`config.mk`:
```
export PLATFORM = sky130hd
export DESIGN_NAME = fifo_rr_arb
export DESIGN_NICKNAME = d
export VERILOG_FILES = /design/src/rtl/fifo_arb_pkg.sv /design/src/rtl/fifo_rr_arb_rr_pick.sv /design/src/rtl/fifo_rr_arb.sv
export SDC_FILE = /design/constraint.sdc
export NUM_CORES = 1
export LEC_CHECK = 0
export BUFFER_PORTS_ARGS = -buffer_cell sky130_fd_sc_hd__buf_2
export CORE_MARGIN = 4
export CORE_UTILIZATION = 40
export CTS_BUF_LIST = sky130_fd_sc_hd__clkbuf_4 sky130_fd_sc_hd__clkbuf_8
export CTS_CLUSTER_SIZE = 14
export DETAILED_ROUTE_END_ITERATION = 12
export PLACE_DENSITY_LB_ADDON = 0.08
export SYNTH_ARGS = -nofsm -noshare
export SYNTH_HDL_FRONTEND = slang
export SYNTH_SLANG_ARGS = --single-unit
```
`constraint.sdc`:
```
create_clock -name clk -period 3.5 [get_ports clk]
set_clock_uncertainty 0.1 [all_clocks]
set_input_delay 1.05 -clock clk [delete_from_list [all_inputs] [get_ports clk]]
set_output_delay 1.05 -clock clk [all_outputs]
set_load 0.05 [all_outputs]
```
`src/rtl/fifo_arb_pkg.sv`:
```
// Shared types and default sizing for the round-robin FIFO drain arbiter.
package fifo_arb_pkg;

  localparam int unsigned DEF_NUM_CH     = 4;
  localparam int unsigned DEF_DATA_WIDTH = 32;
  localparam int unsigned DEF_BURST      = 4;

  typedef enum logic [1:0] {
    IDLE,
    READ,
    CAPTURE,
    OUTPUT
  } arb_state_e;

  // Channel index width; a single channel still needs a 1-bit index.
  function automatic int unsigned idx_width(input int unsigned n);
    return (n > 1) ? $clog2(n) : 1;
  endfunction

endpackage

```
`src/rtl/fifo_rr_arb_rr_pick.sv`:
```
// Combinational round-robin picker: first set request at or above start, wrapping.
module rr_pick
  import fifo_arb_pkg::*;
#(
  parameter  int unsigned NUM_CH = DEF_NUM_CH,
  localparam int unsigned IDX_W  = idx_width(NUM_CH)
) (
  input  logic [NUM_CH-1:0] req_i,
  input  logic [IDX_W-1:0]  start_i,
  output logic              found_o,
  output logic [IDX_W-1:0]  idx_o
);

  function automatic logic [IDX_W-1:0] wrap_add(input logic [IDX_W-1:0] base,
                                                input int unsigned       k);
    int unsigned s;
    s = 32'(base) + k;
    if (s >= NUM_CH) s = s - NUM_CH;
    return IDX_W'(s);
  endfunction

  always_comb begin
    found_o = 1'b0;
    idx_o   = '0;
    for (int unsigned k = 0; k < NUM_CH; k++) begin
      if (!found_o && req_i[wrap_add(start_i, k)]) begin
        found_o = 1'b1;
        idx_o   = wrap_add(start_i, k);
      end
    end
  end

endmodule

```
`src/rtl/fifo_rr_arb.sv`:
```
// Drains NUM_CH FIFO read ports round-robin, up to BURST words per grant,
// into a single registered valid/ready output stream.
module fifo_rr_arb
  import fifo_arb_pkg::*;
#(
  parameter  int unsigned NUM_CH     = DEF_NUM_CH,
  parameter  int unsigned DATA_WIDTH = DEF_DATA_WIDTH,
  parameter  int unsigned BURST      = DEF_BURST,
  localparam int unsigned IDX_W      = idx_width(NUM_CH),
  localparam int unsigned CNT_W      = $clog2(BURST) + 1
) (
  input  logic                         clk,
  input  logic                         rst,
  input  logic [NUM_CH-1:0]            ch_empty,
  input  logic [NUM_CH*DATA_WIDTH-1:0] ch_dout,
  output logic [NUM_CH-1:0]            ch_ren,
  output logic [DATA_WIDTH-1:0]        out_data,
  output logic [IDX_W-1:0]             out_ch,
  output logic                         out_valid,
  input  logic                         out_ready,
  output logic                         busy
);

  arb_state_e             state_q, state_d;
  logic [IDX_W-1:0]       rr_ptr_q, rr_ptr_d;
  logic [IDX_W-1:0]       cur_ch_q, cur_ch_d;
  logic [CNT_W-1:0]       burst_q, burst_d;
  logic [DATA_WIDTH-1:0]  out_data_q, out_data_d;
  logic [IDX_W-1:0]       out_ch_q, out_ch_d;
  logic                   out_valid_q, out_valid_d;
  logic                   busy_q, busy_d;

  logic                   pick_found;
  logic [IDX_W-1:0]       pick_idx;
  logic [DATA_WIDTH-1:0]  dout_sel;
  logic [IDX_W-1:0]       next_ptr;

  rr_pick #(.NUM_CH(NUM_CH)) u_pick (
    .req_i   (~ch_empty),
    .start_i (rr_ptr_q),
    .found_o (pick_found),
    .idx_o   (pick_idx)
  );

  always_comb begin
    dout_sel = '0;
    for (int unsigned i = 0; i < NUM_CH; i++) begin
      if (cur_ch_q == IDX_W'(i)) dout_sel = ch_dout[i*DATA_WIDTH +: DATA_WIDTH];
    end
  end

  assign next_ptr = (cur_ch_q == IDX_W'(NUM_CH - 1)) ? '0 : cur_ch_q + 1'b1;

  // Read strobe is decoded from the state register so reset kills it immediately.
  always_comb begin
    ch_ren = '0;
    if (state_q == READ && !ch_empty[cur_ch_q]) ch_ren[cur_ch_q] = 1'b1;
  end

  always_comb begin
    state_d    = state_q;
    rr_ptr_d   = rr_ptr_q;
    cur_ch_d   = cur_ch_q;
    burst_d    = burst_q;
    out_data_d = out_data_q;
    out_ch_d   = out_ch_q;
    unique case (state_q)
      IDLE: begin
        if (pick_found) begin
          cur_ch_d = pick_idx;
          state_d  = READ;
        end
      end
      READ: begin
        if (ch_empty[cur_ch_q]) begin
          burst_d = '0;
          state_d = IDLE;
        end else begin
          state_d = CAPTURE;
        end
      end
      CAPTURE: begin
        out_data_d = dout_sel;
        out_ch_d   = cur_ch_q;
        state_d    = OUTPUT;
      end
      OUTPUT: begin
        if (out_ready) begin
          if (burst_q == CNT_W'(BURST - 1) || ch_empty[cur_ch_q]) begin
            rr_ptr_d = next_ptr;
            burst_d  = '0;
            state_d  = IDLE;
          end else begin
            burst_d = burst_q + 1'b1;
            state_d = READ;
          end
        end
      end
      default: state_d = IDLE;
    endcase
    out_valid_d = (state_d == OUTPUT);
    busy_d      = (state_d != IDLE);
  end

  always_ff @(posedge clk or posedge rst) begin
    if (rst) begin
      state_q     <= IDLE;
      rr_ptr_q    <= '0;
      cur_ch_q    <= '0;
      burst_q     <= '0;
      out_data_q  <= '0;
      out_ch_q    <= '0;
      out_valid_q <= 1'b0;
      busy_q      <= 1'b0;
    end else begin
      state_q     <= state_d;
      rr_ptr_q    <= rr_ptr_d;
      cur_ch_q    <= cur_ch_d;
      burst_q     <= burst_d;
      out_data_q  <= out_data_d;
      out_ch_q    <= out_ch_d;
      out_valid_q <= out_valid_d;
      busy_q      <= busy_d;
    end
  end

  assign out_data  = out_data_q;
  assign out_ch    = out_ch_q;
  assign out_valid = out_valid_q;
  assign busy      = busy_q;

endmodule
```
* After elaboration in Yosys (flattened, before gate mapping)
Index checks and enable logic that the tools add are counted.
** Cells by class
- Reductions and logical operators :: 17
- Bitwise logic cells :: 1
- $lt $le $gt $ge :: 10
- Eq/ne operators :: 10
- $add $sub $neg :: 9
- Muxes and demuxes :: 39
** Operators by type and width (number)
- two-way mux 32 bit :: 4
- two-way mux 2 bit :: 12
- < comparator 2 x 3 -> 1 bit, second input constant :: 5
- two-way mux 1 bit :: 11
- binary-select mux 1 bit (select 2 bit) :: 5
- == test 2 bit, second input constant :: 5
- greater-or-equal comparator 3 bit, second input constant :: 3
- two-way mux 3 bit :: 3
- one-hot mux 2 bit (4 select lines) :: 1
- subtractor 2 x 1 -> 2 bit, second input constant :: 4
- adder 2 x 2 -> 3 bit, second input constant :: 2
- one-hot mux 3 bit (2 select lines) :: 1
- AND reduction 3 bit :: 2
- logical AND 1 bit :: 5
- == test 2 x 1 -> 1 bit, second input constant :: 2
- zero test 1 bit :: 4
- zero test 2 bit :: 2
- two-way mux 4 bit :: 1
- NOT 4 bit :: 1
- nonzero test 2 bit :: 2
- adder 2 x 1 -> 3 bit, second input constant :: 1
- adder 3 x 1 -> 3 bit, second input constant :: 1
- == test 3 x 2 -> 1 bit, second input constant :: 1
- greater-or-equal comparator 2 x 3 -> 1 bit, second input constant :: 1
- 7 further kinds :: 7
** Word-level totals
- Register bits :: 45
- Output and inout port bits :: 40
- Word-level logic and storage cells :: 94
- Bits of input ports :: 135

* Longest topological paths before layout
Gate-level depths: netlist (run 1).
- Depth in word-level cells :: 17
- Gate-level depth with buffers :: 7
- Gate-level depth less buffers :: 5

* Modules after synthesis
Synthesis (run 1) repeated with hierarchy kept, for this count alone.
** Unflattened totals
- Cell total of the unflattened synthesis :: 339
- Area total of the unflattened synthesis :: 2890.3 um2
** By module, submodules not included
- fifo_rr_arb :: sequential area each 1126.1 um2, cells each 324, area each 2812.7 um2, times used 1
- rr_pick :: sequential area each 0.0 um2, cells each 15, area each 77.6 um2, times used 1

* Worst setup path before layout (run 1)
Ideal clock, no wire load.
- Path kind :: input -> output
- Start :: input port ch_empty[3]
- End :: output port ch_ren[0]
- Data arrival time :: 2204 ps
- Path buffers :: 0
- Path slack :: 146 ps
- Stages on the path :: 3
- Cells stage by stage :: mux4_2 nor2b_1 and2_1
** On the way
- Cells in the longest elaborated chain, start to end :: 5
** Ends and longest elaborated chain
- start: declaration :: line fifo_rr_arb.sv:14 : input logic [NUM_CH-1:0] ch_empty,
- binary-select mux 1 bit (select 2 bit) :: line fifo_rr_arb.sv:57 : if (state_q == READ && !ch_empty[cur_ch_q]) ch_ren[cur_ch_q] = 1'b1;
- two-way mux 1 bit (implied by the code) :: line fifo_rr_arb.sv:57
- zero test 1 bit :: line fifo_rr_arb.sv:57
- logical AND 1 bit :: line fifo_rr_arb.sv:57
- two-way mux 4 bit :: line fifo_rr_arb.sv:57
- end: declaration :: line fifo_rr_arb.sv:16 : output logic [NUM_CH-1:0] ch_ren,
Every way passes these cells. The select of a mux whose other input is x is not followed.

* Final worst setup path (run 1)
- Start :: input port ch_empty[3]
- End :: output port ch_ren[3]
Same word-level chain as after synthesis.

==> flow_summary.yaml, run 1 <==
logic_synthesis:
  synth_common_cells: "nand3_1 (65), dfrtp_1 (45), nand2_1 (37)"
  async_reset_ff_share_pct: 100
  synth.area.top_cells: "dfrtp_1 (36%), nand3_1 (10%), and3b_1 (9.0%)"
  syn_nets: 506
  yosysUniqueCellTypes: 37
  syn_inst: 365
  ys_seq_elements: 45
  syn_area_um2: 3120
  synth_top_family_by_area: "simple AND/OR/NAND/NOR gates"
  synth_edf_count: 0
  seq_area_frac_synth_pct: 36.1
  yosysMostFrequentCell: "nand3_1"
  synth_flop_cell: "dfrtp_1"
  synth_area_leader_cell: "dfrtp_1"
  synth_top_cell_area_share_pct: 36.1
  synth_xor_area_share_pct: 0
  synth-simple-area-share_pct: 41.1
  muxShareOfSynthArea_pct: 1.77
  synthAdderAreaFrac_pct: 2.41
  synth_compound_area_share_pct: 13.7
  syn_avg_cell_area_um2: 8.54
  yosysWarnings: 0
floorplan:
  dieArea_um2: 9270
  die_y_um: 96.3
  rows: 31
  die_w_um: 96.3
  coreArea_um2: 7410
  ios: 175
  initial_core_util_pct: 42.1
global_routing:
  grt_overflow_total: 0
  antenna_found_initial: 0
  grt_pass1_vias: 3255
  grt_pass1_wl_um: 15600
  grt_max_degree: 65
  grt_use_total_pct: 21.2
pwr:
  p_seq_share_pct: 25.4
  p_comb_share_pct: 64.8
  leakage_nw: 2.17
  irDropWorstVdd_mv: 0.667
  p_clk_share_pct: 9.8
  internal-power_mw: 1.64
  power.share.switching_pct: 54.2
  pwr_density_cell_nw_per_um2: 865
  total_power_mw: 3.59
  p_sw_mw: 1.94
setup_path:
  cp-start-kind: "input port"
  cp-end-kind: "output port"
  required_ns: 2.35
  path_class: "in -> out"
  path_common_cell: "buf_2"
  worst-path-max-fanout: 6
  worstPathArrival_ns: 2.27
  worstPathCellList: "buf_2 > mux4_2 > nor2b_2 > and2_1 > buf_2"
  cpPeakStageDelay_ns: 0.49
  slowest_stage: "mux4_2"
clock_network:
  cts.sinks: 45
  cts_buffer_depth: 2
  cts_made_buffers: 5
  clkTransAtPathRegs_ns: 0.08
  cts_tree: "built"
  worstSkewPairLatency_ns: 0.29
  h-tree-depth: 2
  cts_setup_buffers: 0
  root_buffer: "clkbuf_8"
timing:
  tns_ns: 0
  fmaxAchievable_mhz: 292
  tightest_slew_ns: 0.965
  rsz0062_at_grt: "no"
  period_minus_slack_ns: 3.42
  maxSlewViolCount: 0
  hold_viol_final: 0
  setup_violations: 0
  slew_headroom_pct: 35.6
  fin_crit_sh_pct: 97.8
min_path:
  hold_path_class: "reg -> reg"
place:
  place_congestion: 0.816
  place_area_um2: 4050
  place_hpwl_um: 7430
  port_buffers: 174
routing:
  via_per_inst: 5.25
  dr_total_vias: 3255
  drc: 0
  first_pass_iters: 4
  antenna_left: 0
  drt_iter0_markers: 130
  wire_per_inst_um: 15.9
  totalWireLength_um: 9890
cells_and_area:
  area_delta_synth_final_pct: 33.2
  fin_area_um2: 4150
  fillers: 726
  nNetsFinal: 661
  drive_above_1_share_pct: 38.6
  antenna_cells: 0
status:
  status: "complete, no violations"
flow_run:
  max_cap_violations: 0
-- power by group through the flow --
stage                     clock network, mW  registers, mW  logic, mW
after floorplan                           0           1.53       1.13
after global placement                    0          0.909       2.35
after detailed placement                  0          0.924       2.35
after CTS                             0.365          0.913       2.36
after global routing                  0.391          0.948       2.55
final                                 0.352          0.912       2.33
-- cells in the final DEF (no fill, tap or decap), drive strengths merged, types with 2 or more instances in the layout --
cell / netlist / layout
and3b: 32 / 32
dfrtp: 45 / 45
o311ai: 32 / 32
nor2b: 3 / 3
a32o: 2 / 2
a21o: 2 / 2
mux2: 2 / 2
nand2b: 33 / 33
ha: 6 / 6
nand3: 65 / 65
nor2: 7 / 7
and2: 37 / 37
a21oi: 2 / 2
a22o: 2 / 2
clkbuf: 27 / 7
o2bb2ai: 2 / 2
inv: 4 / 4
o21ai: 4 / 4
buf: 7 / 182
nand2: 37 / 37
or2: 2 / 2
nor3b: 2 / 2
-- worst max-delay path: cells and delay by family --
family	cells	cell delay [ns]
buf+inv	2	0.39
simple gates	2	0.34
mux	1	0.49
-- final cells by class --
type	instances	area, µm²	share of cell area [%]
Timing Repair Buffer	182	931	22.4
Clock inverter	1	5.00	0.121
Multi-Input combinational cell	282	1850	44.6
Sequential cell	45	1130	27.1
Clock buffer	7	96.3	2.32
Inverter	4	15.0	0.362
Tap cell	99	124	2.99
-- cell families (layout without fill, tap and decap cells) --
group / Yosys count / after routing
adders and majority gates: 6 / 6
and+or+nand+nor: 221 / 221
DFF: 45 / 45
AOI/OAI and AO/OA: 51 / 51
buffers and inverters: 38 / 194
muxes: 4 / 4
-- final timing paths --
check | endpoint | slack [ns] | depth (start not counted) | start
setup / recovery | ch_ren[3] | 0.08 | 5 | ch_empty[3]
hold / removal | out_data[9] | 0.38 | 2 | out_data[9]
setup reg to reg | out_data[27] | 1.09 | 5 | cur_ch_q[0]
hold reg to reg | out_data[9] | 0.38 | 2 | out_data[9]
max in group asynchronous | out_data[8] | 1.82 | 2 | rst
min in group asynchronous | out_data[29] | 0.88 | 2 | rst
-- routing by layer --
layer / GRT usage, % / vias up / part of all wire [%]
met4: 6.52 / 0 / 2.1
met2: 35.4 / 138 / 47
met1: 26.5 / 1489 / 41
li1: - / 1612 / -
met5: 0 / - / 0
met3: 5.79 / 16 / 9.6
-- flip-flops by register name (all words and copies together), names as in the netlist --
| register | count |
|---|---|
| rr_ptr_q | 2 |
| state_q | 2 |
| busy | 1 |
| out_data | 32 |
| out_ch | 2 |
| burst_q | 3 |
| out_valid | 1 |
| cur_ch_q | 2 |
-- what timing repair did --
item / in CTS / in global routing
endpoints found under the setup margin: 0 / 4
hold buffers: 0 / 0
resized for setup: 0 / 1
endpoints found under the hold margin: 0 / 0
-- stage by stage --
| step | hold WS [ns] | utilization, % | setup WS, ns | cells |
|---|---|---|---|---|
| floorplan | 0.370 | - | 0.146 | 365 |
| global placement | 0.357 | 54.6 | 0.0659 | 612 |
| detailed placement | 0.361 | 54.6 | 0.0225 | 612 |
| CTS | 0.380 | 56.0 | 0.0129 | 620 |
| global route | 0.401 | 56.0 | 0.00339 | 620 |
| finish | 0.376 | 56.0 | 0.0783 | 620 |
No activity file was read; power rests on OpenSTA's default activity.
==> run 2, diff against run 1 <==
CORE_ASPECT_RATIO = 1.2   (was not set)
==> run 2 against run 1 <==
Net effect:
- maximum frequency up 0.77%
- sequential power up 0.5%
- combinational power about the same
- final cell count fell by 0.48%
- setup slack better by 0.026 ns
- non-clock buffer count is 3 higher
- critical endpoint is now ch_ren[1]
- total power rose by 2.1%
- count of clock-buffer cells in the layout unchanged
==> flow_summary.yaml, run 2 (synthesis gave the netlist of run 1 again) <==
setup_path:
  regToRegSetupSlack_ns: 1.11
  worstSetupStartpoint: "ch_empty[0]"
  path_class: "in -> out"
  required_ns: 2.35
  r2r-start: "cur_ch_q[0]"
  worst-path-max-fanout: 4
  cp-end-kind: "output port"
  cp-start-kind: "input port"
  worstPathArrival_ns: 2.25
floorplan:
  die_y_um: 105
  rows: 35
  initial_core_util_pct: 40.9
  dieArea_um2: 9270
  ios: 175
  coreArea_um2: 7620
  die_w_um: 88.6
place:
  port_buffers: 174
  place_congestion: 0.789
  dpl.cell_count: 608
  place_hpwl_um: 7300
pwr:
  total_power_mw: 3.67
  leakage_nw: 2.19
  irDropWorstVdd_mv: 1.05
  pwr_density_cell_nw_per_um2: 876
cells_and_area:
  multi_input_area_um2: 1850
  largest_reg_flops: 32
  fillers: 765
  area_delta_synth_final_pct: 34.4
  ff_latch_area_um2: 1130
  mostFrequentLayoutCells: "buf_2 (174), nand3_1 (65), dfrtp_1 (45), nand2_1 (37)"
  nNetsFinal: 664
  drive_above_1_share_pct: 39.1
  fin_cells: 617
  mostFrequentLayoutCell: "buf_2"
timing:
  hold_viol_final: 0
  tightest_slew_ns: 0.969
  maxSlewViolCount: 0
  rsz0062_at_grt: "no"
  setup_violations: 0
  fmaxAchievable_mhz: 294
  slew_headroom_pct: 35.4
  fin_crit_sh_pct: 97.0
  tns_ns: 0
  period_minus_slack_ns: 3.40
clock_network:
  holdBufCountCts: 0
  cts_made_buffers: 5
  h-tree-depth: 2
  cts_tree: "built"
  cts_setup_buffers: 0
  cts_buffer_depth: 2
  cts.sinks: 45
  clkTransAtPathRegs_ns: 0.07
  root_buffer: "clkbuf_8"
  worstSkewPairLatency_ns: 0.29
routing:
  wl_met1_um: 4040
  drt_iter0_markers: 95
  dr_total_vias: 3294
  topRoutingLayerUsed: "met4"
  totalWireLength_um: 9990
  dr_wl_met3_um: 714
  wire_per_inst_um: 16.2
  dr_wl_met2_um: 5090
  first_pass_iters: 4
  antenna_left: 0
  drc: 0
  via_per_inst: 5.34
global_routing:
  antenna_found_initial: 1
  grt_max_degree: 65
  grt_pass1_vias: 3273
  grt_use_total_pct: 21.0
  grt_pass1_wl_um: 15500
  grt_overflow_total: 0
status:
  status: "complete, no violations"
min_path:
  hold_start: "out_data[14]"
  hold_path_class: "reg -> reg"
flow_run:
  max_cap_violations: 0
## run 2: area by class of cell
| cell class | instances | share of cell area (%) |
|---|---|---|
| Antenna cell | 1 | 0.0598 |
| Clock buffer | 7 | 2.15 |
| Clock inverter | 1 | 0.717 |
| Inverter | 4 | 0.359 |
| Multi-Input combinational cell | 282 | 44.3 |
| Sequential cell | 45 | 26.9 |
| Tap cell | 92 | 2.75 |
| Timing Repair Buffer | 185 | 22.8 |
## run 2: path summary, 6_finish.rpt
path | to | cells after the start
worst max-delay path | ch_ren[1] | 5
worst min-delay path | out_data[14] | 2
worst max register to register | out_data[26] | 6
worst min register to register | out_data[14] | 2
max in group asynchronous | out_data[15] | 2
min in group asynchronous | out_data[0] | 2
## run 2: routing by layer
metal / up-vias / track usage (%)
met5: - / 0
met4: 0 / 4.97
met3: 12 / 4.42
met2: 111 / 37.1
met1: 1549 / 25.7
li1: 1622 / -
## run 2: through the flow
stage	hold WS, ns	utilization, %	area (µm²)	setup WS (ns)
2_1_floorplan	0.370	-	3120	0.146
3_3_place_gp	0.355	53.3	4060	0.0643
3_5_place_dp	0.361	53.3	4060	0.0234
4_1_cts	0.379	54.9	4180	0.0138
5_1_grt	0.402	54.9	4190	0.0342
6_report	0.372	54.9	4190	0.104
## run 2: repair_timing
action | CTS | global route
resized for setup | 0 | 1
hold endpoints to repair | 0 | 0
setup endpoints to repair | 0 | 4
## run 2: critical path, stage by stage
cell	delay [ns]
buf_2	0.12
mux4_2	0.49
nor2b_2	0.18
and2_1	0.15
buf_2	0.26
## run 2: where the power goes
group | switching [mW] | internal, mW
logic | 1.63 | 0.710
registers | 0.162 | 0.755
clock network | 0.170 | 0.241
